## src/rtl/shift_chain_pkg.sv

```systemverilog
// Shared types and constants for the shift_chain block.
package shift_chain_pkg;

  typedef enum logic {
    IDLE  = 1'b0,
    SHIFT = 1'b1
  } state_e;

  localparam logic DIR_UP   = 1'b0;
  localparam logic DIR_DOWN = 1'b1;

endpackage

```

## src/rtl/shift_stage.sv

```systemverilog
// One WIDTH-bit chain stage: hold, parallel load or shift-in, async active-high reset.
module shift_stage #(
  parameter int WIDTH = 8
) (
  input  logic             clk,
  input  logic             rst,
  input  logic             ld_i,
  input  logic             sh_i,
  input  logic [WIDTH-1:0] ld_data_i,
  input  logic [WIDTH-1:0] sh_data_i,
  output logic [WIDTH-1:0] q_o
);

  logic [WIDTH-1:0] q_q, q_d;

  always_comb begin
    q_d = q_q;
    if (ld_i)      q_d = ld_data_i;
    else if (sh_i) q_d = sh_data_i;
  end

  always_ff @(posedge clk or posedge rst) begin
    if (rst) q_q <= '0;
    else     q_q <= q_d;
  end

  assign q_o = q_q;

endmodule

```

## src/rtl/shift_chain.sv

```systemverilog
// DEPTH x WIDTH shift chain with parallel load and counted shift command.
// Define SHIFT_CHAIN_ROTATE_EN to enable rotate mode via rot.
module shift_chain
  import shift_chain_pkg::*;
#(
  parameter int WIDTH = 8,
  parameter int DEPTH = 4,
  parameter int AMT_W = 4
) (
  input  logic                   clk,
  input  logic                   rst,
  input  logic                   load,
  input  logic [DEPTH*WIDTH-1:0] data,
  input  logic [WIDTH-1:0]       ser_in,
  input  logic                   start,
  input  logic                   dir,
  input  logic                   rot,
  input  logic [AMT_W-1:0]       amount,
  output logic                   busy,
  output logic                   done,
  output logic [DEPTH*WIDTH-1:0] right,
  output logic [WIDTH-1:0]       ser_out
);

  state_e                        state_q, state_d;
  logic [AMT_W-1:0]              cnt_q, cnt_d;
  logic                          dir_q, dir_d;
  logic                          done_q, done_d;
  logic [WIDTH-1:0]              ser_q, ser_d;
  logic                          ld_en, sh_en;
  logic [WIDTH-1:0]              leave, fill;
  logic [DEPTH-1:0][WIDTH-1:0]   stage_q, shin, data_v;

  assign data_v = data;
  assign leave  = (dir_q == DIR_UP) ? stage_q[DEPTH-1] : stage_q[0];

`ifdef SHIFT_CHAIN_ROTATE_EN
  logic rot_q, rot_d;
  assign fill = rot_q ? leave : ser_in;
`else
  logic unused_rot;
  assign unused_rot = rot;
  assign fill       = ser_in;
`endif

  // Neighbour selection per stage; end stages take the fill word.
  for (genvar i = 0; i < DEPTH; i++) begin : g_stage
    logic [WIDTH-1:0] from_lo, from_hi;
    if (i == 0) begin : g_lo_end
      assign from_lo = fill;
    end else begin : g_lo_mid
      assign from_lo = stage_q[i-1];
    end
    if (i == DEPTH-1) begin : g_hi_end
      assign from_hi = fill;
    end else begin : g_hi_mid
      assign from_hi = stage_q[i+1];
    end
    assign shin[i] = (dir_q == DIR_UP) ? from_lo : from_hi;

    shift_stage #(.WIDTH(WIDTH)) u_stage (
      .clk       (clk),
      .rst       (rst),
      .ld_i      (ld_en),
      .sh_i      (sh_en),
      .ld_data_i (data_v[i]),
      .sh_data_i (shin[i]),
      .q_o       (stage_q[i])
    );
  end

  always_comb begin
    state_d = state_q;
    cnt_d   = cnt_q;
    dir_d   = dir_q;
    done_d  = 1'b0;
    ser_d   = ser_q;
    ld_en   = 1'b0;
    sh_en   = 1'b0;
`ifdef SHIFT_CHAIN_ROTATE_EN
    rot_d   = rot_q;
`endif
    case (state_q)
      IDLE: begin
        if (load) begin
          ld_en = 1'b1;
        end else if (start) begin
          dir_d = dir;
`ifdef SHIFT_CHAIN_ROTATE_EN
          rot_d = rot;
`endif
          if (amount == '0) begin
            done_d = 1'b1;
          end else begin
            state_d = SHIFT;
            cnt_d   = amount;
          end
        end
      end
      SHIFT: begin
        sh_en = 1'b1;
        ser_d = leave;
        cnt_d = cnt_q - AMT_W'(1);
        if (cnt_q == AMT_W'(1)) begin
          state_d = IDLE;
          done_d  = 1'b1;
        end
      end
      default: state_d = IDLE;
    endcase
  end

  always_ff @(posedge clk or posedge rst) begin
    if (rst) begin
      state_q <= IDLE;
      cnt_q   <= '0;
      dir_q   <= DIR_UP;
      done_q  <= 1'b0;
      ser_q   <= '0;
`ifdef SHIFT_CHAIN_ROTATE_EN
      rot_q   <= 1'b0;
`endif
    end else begin
      state_q <= state_d;
      cnt_q   <= cnt_d;
      dir_q   <= dir_d;
      done_q  <= done_d;
      ser_q   <= ser_d;
`ifdef SHIFT_CHAIN_ROTATE_EN
      rot_q   <= rot_d;
`endif
    end
  end

  assign busy    = (state_q == SHIFT);
  assign done    = done_q;
  assign right   = stage_q;
  assign ser_out = ser_q;

endmodule

```

## config.mk

```make
export PLATFORM = sky130hd
export DESIGN_NAME = shift_chain
export DESIGN_NICKNAME = d
export VERILOG_FILES = /design/src/rtl/shift_chain_pkg.sv /design/src/rtl/shift_stage.sv /design/src/rtl/shift_chain.sv
export SDC_FILE = /design/constraint.sdc
export NUM_CORES = 1
export LEC_CHECK = 0
export ABC_AREA = 1
export ABC_CLOCK_PERIOD_IN_PS = 3750
export BUFFER_PORTS_ARGS = -buffer_cell sky130_fd_sc_hd__buf_2
export CORE_ASPECT_RATIO = 1.75
export CORE_UTILIZATION = 54
export CTS_CLUSTER_SIZE = 12
export DETAILED_ROUTE_END_ITERATION = 16
export MAX_ROUTING_LAYER = met4
export PLACE_DENSITY = 0.82
export SLEW_MARGIN = 20
export SYNTH_ARGS = -nofsm -noshare
export SYNTH_HDL_FRONTEND = slang
export SYNTH_SLANG_ARGS = --single-unit
export TNS_END_PERCENT = 30
```

## constraint.sdc

```tcl
create_clock -name clk -period 3.75 [get_ports clk]
set_input_delay 0.9375 -clock clk [delete_from_list [all_inputs] [get_ports clk]]
set_output_delay 0.9375 -clock clk [all_outputs]
set_load 0.05 [all_outputs]
```

After elaboration in Yosys (flattened, before gate mapping)
Cells that the tools add are included.
{"block": "totals", "ff_bits": 47, "in_bits": 50}
{"block": "op_classes", "n_reduce_logical": 4, "mux": 30, "n_addsub": 1, "eq_ne": 4, "n_bitwise": 2}
{"operator": "$mux W8", "n": 13}
{"operator": "$mux W4", "n": 3}
{"operator": "$mux W1", "n": 11}
{"operator": "$pmux W4 S2", "n": 1}
{"operator": "$ne A2 B2 Y1 const B", "n": 3}
{"operator": "$reduce_and A3 Y1", "n": 2}
{"operator": "$eq A4 B1 Y1 const B", "n": 1}
{"operator": "$logic_not A4 Y1", "n": 1}
{"operator": "$pmux W1 S2", "n": 2}
{"operator": "$sub A4 B1 Y4 const B", "n": 1}
{"operator": "$not A1 Y1", "n": 2}
{"operator": "$reduce_bool A2 Y1", "n": 1}

Longest topological paths before layout
Gate-level depths: netlist (run 1).
{"block": "logic_depth", "depth_word": 5, "depth_mapped": 6, "depth_no_buf": 5}

Modules after synthesis
A second synthesis (run 1) with hierarchy kept.
{"block": "unflattened", "hier_cells": 355, "hier_area_um2": 2697.6}
{"mod": "shift_stage", "n_inst": 4, "area_per_inst_um2": 377.9, "cells_each": 45}
{"mod": "shift_chain", "n_inst": 1, "area_per_inst_um2": 1186.1, "cells_each": 175}

Worst setup path after synthesis (run 1)
Ideal clock, no wire load.
{"block": "synth_path", "path_kind": "input-to-reg", "startpoint": "input load", "endpoint": "register g_stage[0].u_stage.q_q[0]", "arrival_time_ns": 1.686, "n_path_buf": 3, "required_time_ns": 3.670, "setup_slack_ns": 1.983, "setup_ns": 0.080, "cell_stages": 5, "path_cell_list": "clkbuf_1 or2_1 buf_6 buf_6 o211ai_2"}
{"block": "synth_between", "elab_chain_cells": 3, "word_cells_on_any_way": 4}
{"element": "start: declaration", "line": "shift_chain.sv:12", "text": "input logic load,"}
{"element": "$mux W1 (*)", "line": "shift_chain.sv:85", "text": "if (load) begin"}
{"element": "$mux W1 (*)", "line": "shift_chain.sv:83", "text": "case (state_q)"}
{"element": "$mux W8 or $reduce_bool A2 Y1 (tied branches)"}
{"element": "end signal: assignment", "line": "shift_stage.sv:24", "text": "else q_q <= q_d;"}
{"element": "end: declaration", "line": "shift_stage.sv:14", "text": "logic [WIDTH-1:0] q_q, q_d;"}
Mark *: on every way between the ends. The rest lies on a longest branch, timed or not.
A chain may end at the register's enable or synchronous reset.

Worst setup path after layout (run 1)
{"block": "layout_path", "startpoint": "register state_q, in the netlist busy", "endpoint": "output busy"}
{"element": "start: declaration", "line": "shift_chain.sv:25", "text": "state_e state_q, state_d;"}
{"element": "start signal: assignment", "line": "shift_chain.sv:124", "text": "state_q <= state_d;"}
{"element": "end: declaration", "line": "shift_chain.sv:19", "text": "output logic busy,"}
No word-level cell between the ends.

==> results of run 1 <==
cells in the mapped netlist, drive strengths merged:
library cell	instances	area share (%)
o211ai	64	23
o21ai	18	3.3
xor2	1	0.32
nor3b	1	0.28
nand3	43	7.9
dfrtp	47	43
nand2	54	7.4
inv	40	5.5
ha	2	0.92
buf	11	3.2
nor2	13	2.4
or2	2	0.46
clkbuf	15	2.1
per-layer routing:
metal	up-vias	wire (microns)	track usage, %
li1	1218	-	-
met1	1209	2670	30.3
met2	108	3540	47.4
met3	23	323	3.36
met4	0	191	12.3
met5	-	0	-
cells by family (layout without fill, tap and decap cells):
group                    Yosys count  after routing  share of synthesized area, %
adder cells (fa/ha/maj)            2              2                         0.918
AO/OA/AOI/OAI                     82             82                          26.4
flip-flops                        47             47                          43.1
AND/OR/NAND/NOR                  113            113                          18.4
buffers and inverters             66            142                          10.7
XOR/XNOR                           1              1                         0.321
flip-flops by register name (all words and copies together) (netlist names):
| signal | count |
|---|---|
| ser_out | 8 |
| dir_q | 1 |
| busy | 1 |
| done | 1 |
| cnt_q | 4 |
| g_stage.u_stage.q_o | 32 |
layout make-up:
cell class / count / area [sq um]
inverters: 40 / 151
fillers: 409 / 1480
well taps: 52 / 65.1
repair buffers: 94 / 480
clock buffers: 6 / 72.6
flip-flops and latches: 47 / 1180
multi-input cells: 198 / 1260
clock inverters: 2 / 60.1
layout by cell type (no fill, tap or decap), drive strengths merged:
master	n
buf	94
o211ai	64
nand2	54
dfrtp	47
nand3	43
inv	39
o21ai	18
nor2	13
clkbuf	6
or2	2
ha	2
bufinv	2
xor2	1
nor3b	1
clkinv	1
power by group through the flow:
stage               registers (mW)  clock network [mW]  logic (mW)
finish                       0.994               0.443        2.26
floorplan                     1.74                   0        1.07
detailed placement           0.998                   0        2.25
global placement             0.987                   0        2.20
CTS                          0.991               0.446        2.26
global route                  1.03               0.466        2.43
through the flow:
stage | power (mW) | worst slack, ns | util [%]
finish | 3.69 | 1.48 | 68.7
global placement | 3.19 | 1.50 | 65.9
global route | 3.92 | 1.41 | 68.7
detailed placement | 3.25 | 1.50 | 65.9
CTS | 3.70 | 1.48 | 68.7
floorplan | 2.81 | 1.70 | -
worst min-delay path: stages, from the launching register on:
cell and delay [ns]:
dfrtp_1 0.35, nand2_1 0.05, o21ai_0 0.06
how the worst max path moves through the flow:
stage	slack (ns)	endpoint	start
global placement	1.50	g_stage[3].u_stage.q_o[3]	load
global route	1.41	busy	busy
CTS	1.48	busy	busy
finish	1.48	busy	busy
detailed placement	1.50	g_stage[2].u_stage.q_o[2]	load
floorplan	1.70	busy	rst
==> flow_metrics.tcl, run 1 <==
set metrics [dict create \
    port_buffers 90 \
    wl_microns 6730 \
    p_sw_mw 2.05 \
    status "finished, final reports clean" \
    clkLatencyLatePin_ns 0.30 \
    floorplan.initialDensity_pct 57.4 \
    dr.pass1.iters 4 \
    syn_nets 363 \
    synth_cell_type_count 18 \
    slew_viol_final 0 \
    grt_use_total_pct 26.9 \
    worst_pin_slew_ns 0.849 \
    cts_sinks 47 \
    fin_setup_tns_ns 0 \
    ios 92 \
    syn2layout_area_growth_pct 19.7 \
    synth_warnings 0 \
    grt_pass1_wl_microns 11100 \
    endpoint_kind "output pin" \
    ys_seq_area_share_pct 43.1 \
    finalSetupViolCount 0 \
    cpLargestDelayFamily "flip-flops" \
    wl_per_cell_microns 15.3 \
    grt_pass1_vias 2523 \
    r2r_slack_ns 1.72 \
    p_comb_share_pct 61.1 \
    cp_data_required_time_ns 2.81 \
    h-tree-depth 2 \
    cts_buffer_depth 2 \
    cp_slowest_stage_delay_ns 0.68 \
    r2r_cells 4 \
    nets 438 \
    ctsHoldBuffers 0 \
    netlist_instances 311 \
    leakage_nw 1.65 \
    grt_max_degree 59 \
    drt_iter0_drc 84 \
    vias_per_cell 5.83 \
    drv_cap 0 \
    cp-start-kind "flip-flop" \
    vdd_drop_max_mv 0.753 \
    worstPathArrival_ns 1.33 \
    n_antenna_cell 0 \
    num_rows 33 \
    timing_worst_setup_path_type "reg -> out" \
    finalHoldViolCount 0 \
    die-area_sq_um 5350 \
    skew_ns 0.0139 \
    slew_headroom_pct 43.4 \
    cp_cell_sequence "buf_2" \
    die_w_microns 55.7 \
    crit_path_max_fanout 17 \
    design_area_sq_um 3260 \
    place_hpwl_microns 4570 \
    holdPathStages 2 \
    dp_cells 431 \
    pwr_density_cell_nw_per_um2 1130 \
    pwr-share-seq_pct 26.9 \
    vias 2558 \
    final_antenna_net_count 0 \
    dpl_cell_area_sq_um 3130 \
    cp_num_cells 1 \
    cts_buffers 5 \
    cts_setup_buffers 0 \
    cp_slowest_cell "dfrtp_1" \
    rsz0062_at_grt "no" \
    core-area_sq_um 4750 \
    clk_pin_slew_ns 0.09 \
    max_freq_mhz 441 \
    r2r_end "cnt_q[1]" \
    timing.hold.ws_ns 0.486 \
    path_buf_inv 1 \
    gp_congestion 0.826 \
    antenna_found_initial 0 \
    finalCritPeriodShare_pct 60.5 \
    power.share.clock_pct 12.0 \
    min_from "ser_out[4]" \
    drc 0 \
    instances_no_fill 439 \
    whs_endpoint "ser_out[4]" \
    fp.dieH_microns 96.0 \
    netSwitchingFraction_pct 55.4 \
    cts_tree "done" \
    period_needed_ns 2.27 \
    hp-class "reg -> reg" \
    synth_seq_cells 47 \
    syn_area_sq_um 2730 \
    grt-ovfl-total 0 \
    internal_power_mw 1.65 \
    layout-drive-gt1-share_pct 35.4 \
    avgSynthCellArea_sq_um 8.77 \
    reg2reg_from "busy" \
    cts.repair.resized 0 \
    ctsRootBufferMaster "clkbuf_8" \
]
(Power assumes the default switching activity.)
==> inputs of run 2 (changes only) <==
--- a/config.mk
+++ b/config.mk
@@ -5,15 +5,15 @@
 export SDC_FILE = /design/constraint.sdc
 export NUM_CORES = 1
 export LEC_CHECK = 0
-export ABC_AREA = 1
-export ABC_CLOCK_PERIOD_IN_PS = 3750
+export ABC_AREA = 0
+export ABC_CLOCK_PERIOD_IN_PS = 1800
 export BUFFER_PORTS_ARGS = -buffer_cell sky130_fd_sc_hd__buf_2
 export CORE_ASPECT_RATIO = 1.75
-export CORE_UTILIZATION = 54
+export CORE_UTILIZATION = 46
 export CTS_CLUSTER_SIZE = 12
 export DETAILED_ROUTE_END_ITERATION = 16
 export MAX_ROUTING_LAYER = met4
-export PLACE_DENSITY = 0.82
+export PLACE_DENSITY = 0.74
 export SLEW_MARGIN = 20
 export SYNTH_ARGS = -nofsm -noshare
 export SYNTH_HDL_FRONTEND = slang
==> constraint.sdc (replaced) <==
create_clock -name clk -period 1.8 [get_ports clk]
set_input_delay 0.45 -clock clk [delete_from_list [all_inputs] [get_ports clk]]
set_output_delay 0.45 -clock clk [all_outputs]
set_load 0.05 [all_outputs]
==> flow_metrics.tcl, run 2 <==
set metrics [dict create \
    status "finished, final reports clean" \
    final_antenna_net_count 0 \
    grt_use_total_pct 20.9 \
    timing_worst_setup_path_type "reg -> out" \
    n_fill_cell 544 \
    gp_congestion 0.833 \
    antenna_found_initial 0 \
    vias_per_cell 5.45 \
    avgSynthCellArea_sq_um 10.8 \
    syn2layout_area_growth_pct 21.9 \
    cpLargestDelayFamily "flip-flops" \
    hp-class "in -> async" \
    cp_data_required_time_ns 1.35 \
    floorplan.initialDensity_pct 47.6 \
    vdd_drop_max_mv 1.89 \
    register_area_sq_um 1180 \
    synth_seq_cells 47 \
    core-area_sq_um 5830 \
    finalCritPeriodShare_pct 81.2 \
    clk_pin_slew_ns 0.09 \
    ys_seq_area_share_pct 42.3 \
    n_antenna_cell 0 \
    cts_setup_buffers 0 \
    ios 92 \
    place_hpwl_microns 4320 \
    timing.hold.ws_ns 0.176 \
    yosysTopAreaCellShare_pct 42.3 \
    cts_buffer_depth 2 \
    cp-start-kind "flip-flop" \
    drc 0 \
    slew_viol_final 0 \
    nets 393 \
    wl_microns 6130 \
    cp_slowest_cell "dfrtp_1" \
    fp.dieH_microns 105 \
    synth_edf_count 0 \
    fin_setup_tns_ns 0 \
    cts_sinks 47 \
    cts_tree "done" \
    synth_common_cells "dfrtp_1 (47), a21oi_1 (43), mux2i_1 (40)" \
    h-tree-depth 2 \
    layout-drive-gt1-share_pct 40.1 \
    skew_ns 0.00673 \
    dr.pass1.iters 4 \
    syn_nets 309 \
    die-area_sq_um 6370 \
    async_flop_share_pct 100 \
    drv_cap 0 \
    path_buf_inv 1 \
    largest_register_ff_count 32 \
    wl_per_cell_microns 14.6 \
    worst_pin_slew_ns 0.464 \
    synth_warnings 0 \
    multiInputGateArea_sq_um 1420 \
    synth_cell_type_count 29 \
    leakage_nw 1.51 \
    num_rows 37 \
    cp_slowest_stage_delay_ns 0.43 \
    cts.repair.resized 0 \
    synth_top_area_cell "dfrtp_1" \
    period_needed_ns 1.46 \
    ctsHoldBuffers 0 \
    crit_path_max_fanout 4 \
    vias 2287 \
    port_buffers 90 \
    ys.flop_type "dfrtp_1" \
    cp_cell_sequence "buf_2" \
    design_area_sq_um 3390 \
    ctsRootBufferMaster "clkbuf_8" \
    finalSetupViolCount 0 \
    dpl_cell_area_sq_um 3270 \
    syn_area_sq_um 2780 \
    slew_headroom_pct 69.1 \
    finalHoldViolCount 0 \
    max_freq_mhz 684 \
    grt_max_degree 50 \
    pwr_density_cell_nw_per_um2 2170 \
    yosys-top-cells-area "dfrtp_1 (42%), mux2i_1 (14%), a211oi_2 (11%)" \
    clkLatencyLatePin_ns 0.29 \
    worstPathArrival_ns 1.01 \
    grt_pass1_vias 2195 \
    mostFrequentLayoutCell "buf_2" \
    power_mw 7.33 \
    cts_buffers 5 \
    grt_pass1_wl_microns 10000 \
    netlist_instances 257 \
    grt-ovfl-total 0 \
    drt_iter0_drc 76 \
    layout_common_cells "buf_2 (90), dfrtp_1 (45), a21oi_1 (43)" \
    post-synth-top-count-cell "dfrtp_1" \
    endpoint_kind "output pin" \
    rsz0062_at_grt "no" \
    die_w_microns 60.7 \
]
[run 2: cell types whose count changed in the layout (fill, tap and decap cells not counted), sizes merged, moves of 17 or more]
cell    delta
inv       -36
a21oi     +43
nand2     -49
o211ai    -64
nand3     -43
nor2b     +33
o21ai     -17
mux2i     +40
a211oi    +32
[run 2: logic make-up after synthesis]
| logic type | count (synthesis) | synth area share [%] |
|---|---|---|
| DFF | 47 | 42.3 |
| adders and majority gates | 2 | 0.901 |
| AOI/OAI and AO/OA | 82 | 22.7 |
| buffers and inverters | 25 | 6.44 |
| xor gates and xnor gates | 2 | 0.631 |
| muxes | 41 | 15.0 |
| and+or+nand+nor | 58 | 12.0 |
[run 2: per-stage QoR]
step	setup WS [ns]	instances	util [%]
floorplan	0.234	257	-
detailed placement	0.386	412	56.0
CTS	0.328	420	58.0
global route	0.302	420	58.0
finish	0.338	420	58.0
global placement	0.410	412	56.0
[run 2: path summary, 6_finish.rpt]
| kind | from | to | slack [ns] | cells after the start |
|---|---|---|---|---|
| min in group clk | dir | dir_q | 0.39 | 2 |
| worst max-delay path | g_stage[0].u_stage.q_o[5] | right[5] | 0.34 | 1 |
| worst max register to register | busy | dir_q | 0.52 | 3 |
| worst min register to register | ser_out[7] | ser_out[7] | 0.53 | 2 |
| worst min-delay path | rst | ser_out[1] | 0.18 | 3 |
| max in group asynchronous | rst | busy | 1.37 | 3 |
[run 2: per-layer routing]
metal  track usage, %  share of wire, %
met2             35.1                54
met3             2.60               3.4
met1             25.1                41
met5                -                 0
met4             6.82               1.8
[run 2: power by group]
group / switching, mW / internal [mW] / total [mW]
logic: 2.99 / 1.43 / 4.42
registers: 0.504 / 1.61 / 2.11
clock network: 0.352 / 0.450 / 0.801
[run 2: final cells by class]
class,instances,area share (%)
multi-input cells,185,42.0
flip-flops and latches,47,34.9
repair buffers,99,16.4
well taps,78,2.88
clock buffers,6,2.44
clock inverters,2,1.03
inverters,3,0.333
==> inputs of run 3 (changes only) <==
--- a/config.mk
+++ b/config.mk
@@ -6,7 +6,7 @@
 export NUM_CORES = 1
 export LEC_CHECK = 0
 export ABC_AREA = 0
-export ABC_CLOCK_PERIOD_IN_PS = 1800
+export ABC_CLOCK_PERIOD_IN_PS = 1270
 export BUFFER_PORTS_ARGS = -buffer_cell sky130_fd_sc_hd__buf_2
 export CORE_ASPECT_RATIO = 1.75
 export CORE_UTILIZATION = 46
==> constraint.sdc (replaced) <==
create_clock -name clk -period 1.27 [get_ports clk]
set_input_delay 0.3175 -clock clk [delete_from_list [all_inputs] [get_ports clk]]
set_output_delay 0.3175 -clock clk [all_outputs]
set_load 0.05 [all_outputs]
==> flow_metrics.tcl, run 3 (synthesis gave the netlist of run 2 again) <==
set metrics [dict create \
    fin_setup_tns_ns 0 \
    ios 92 \
    drc 0 \
    h-tree-depth 2 \
    wl_microns 6550 \
    finalHoldViolCount 0 \
    place_hpwl_microns 4520 \
    slew_viol_final 0 \
    pwr_density_cell_nw_per_um2 3090 \
    wl_met2_microns 3570 \
    final_antenna_net_count 0 \
    clk_pin_slew_ns 0.10 \
    wl_per_cell_microns 15.4 \
    layout-drive-gt1-share_pct 42.7 \
    register_area_sq_um 1180 \
    nets 398 \
    dr_wl_met3_microns 259 \
    mostFrequentLayoutCell "buf_2" \
    highest-signal-layer "met4" \
    path_buf_inv 1 \
    worst_pin_slew_ns 0.389 \
    finalSetupViolCount 0 \
    grt_max_degree 48 \
    endpoint_kind "output pin" \
    ctsRootBufferMaster "clkbuf_8" \
    clkLatencyLatePin_ns 0.30 \
    dr.pass1.iters 4 \
    n_antenna_cell 0 \
    cpLargestDelayFamily "flip-flops" \
    layout_common_cells "buf_2 (52), dfrtp_1 (44), a21oi_1 (42)" \
    grt-ovfl-total 0 \
    die_w_microns 60.7 \
    vias_per_cell 5.41 \
    power_mw 11.3 \
    slew_headroom_pct 73.8 \
    r2r_slack_ns 0.02 \
    rsz0062_at_grt "yes" \
    skew_ns 0.0137 \
    cts_buffers 5 \
    drv_cap 0 \
    max_freq_mhz 795 \
    crit_path_max_fanout 2 \
    vias 2298 \
    drt_iter0_drc 121 \
    cp_slowest_stage_delay_ns 0.49 \
    wl_met1_microns 2610 \
    worstPathArrival_ns 0.94 \
    finalCritPeriodShare_pct 99.0 \
    cp-start-kind "flip-flop" \
    die-area_sq_um 6370 \
    port_buffers 90 \
    r2r_cells 3 \
    antenna_found_initial 0 \
    gp_congestion 0.763 \
    largest_register_ff_count 32 \
    place_ws_ns 0.0408 \
    status "finished, final reports clean" \
    n_fill_cell 534 \
    dp_cells 416 \
    hp-class "in -> async" \
    instances_no_fill 425 \
    vdd_drop_max_mv 1.58 \
    leakage_nw 1.61 \
    period_needed_ns 1.26 \
    multiInputGateArea_sq_um 1450 \
    cts_tree "done" \
    cts_buffer_depth 2 \
    grt_use_total_pct 22.5 \
    r2r_end "dir_q" \
    floorplan.initialDensity_pct 47.6 \
    syn2layout_area_growth_pct 32.0 \
    reg2reg_from "busy" \
    num_rows 37 \
    grt_pass1_wl_microns 10800 \
    timing_worst_setup_path_type "reg -> out" \
    final_core_util_pct 62.9 \
    cp_data_required_time_ns 0.95 \
    fp.dieH_microns 105 \
    grt_pass1_vias 2345 \
    core-area_sq_um 5830 \
    cts_sinks 47 \
    cp_slowest_cell "dfrtp_4" \
    setup_ws_ns 0.0128 \
    cp_cell_sequence "buf_6" \
]
## run 3: repair_timing
| action | 4_1_cts | 5_1_grt |
|---|---|---|
| endpoints found under the setup margin | 35 | 26 |
| hold buffers | 0 | 0 |
| gates cloned | 0 | 0 |
| gates resized for setup | 40 | 24 |
| buffers inserted | 1 | 0 |
## run 3: worst max path at each step
stage / slack [ns] / from / cells past startpoint / to
floorplan: -0.11 / busy / 3 / g_stage[0].u_stage.q_o[0]
global placement: 0.08 / load / 5 / g_stage[2].u_stage.q_o[5]
detailed placement: 0.04 / load / 5 / g_stage[3].u_stage.q_o[4]
CTS: 0.0005 / busy / 1 / busy
global route: -0.02 / g_stage[3].u_stage.q_o[0] / 1 / right[24]
finish: 0.01 / busy / 1 / busy
## run 3: layer usage
metal  vias up  GRT usage [%]
met4         0           6.82
met5         -              -
met1      1119           27.6
met2        59           37.4
li1       1111              -
met3         9           3.34
## run 3: stage by stage
| step | hold WS, ns | instance area (sq um) |
|---|---|---|
| floorplan | 0.341 | 2780 |
| global placement | 0.398 | 3350 |
| detailed placement | 0.399 | 3350 |
| CTS | 0.0708 | 3580 |
| global route | 0.0896 | 3670 |
| finish | 0.0626 | 3670 |
## run 3: final cells by class
cell class	count	share of cell area (%)
clock buffer	5	1.88
sequential	47	32.2
tap	78	2.66
timing repair buffer	104	22.2
inverter	3	0.409
clock inverter	3	1.19
multi-input combinational	185	39.4
## run 3: report_power, final
group	leakage [nW]	switching, mW	total (mW)	internal, mW
registers	0.526	0.807	3.09	2.28
logic	1.03	4.37	7.15	2.79
clock network	0.0581	0.510	1.10	0.587
total	1.61	5.68	11.3	5.66
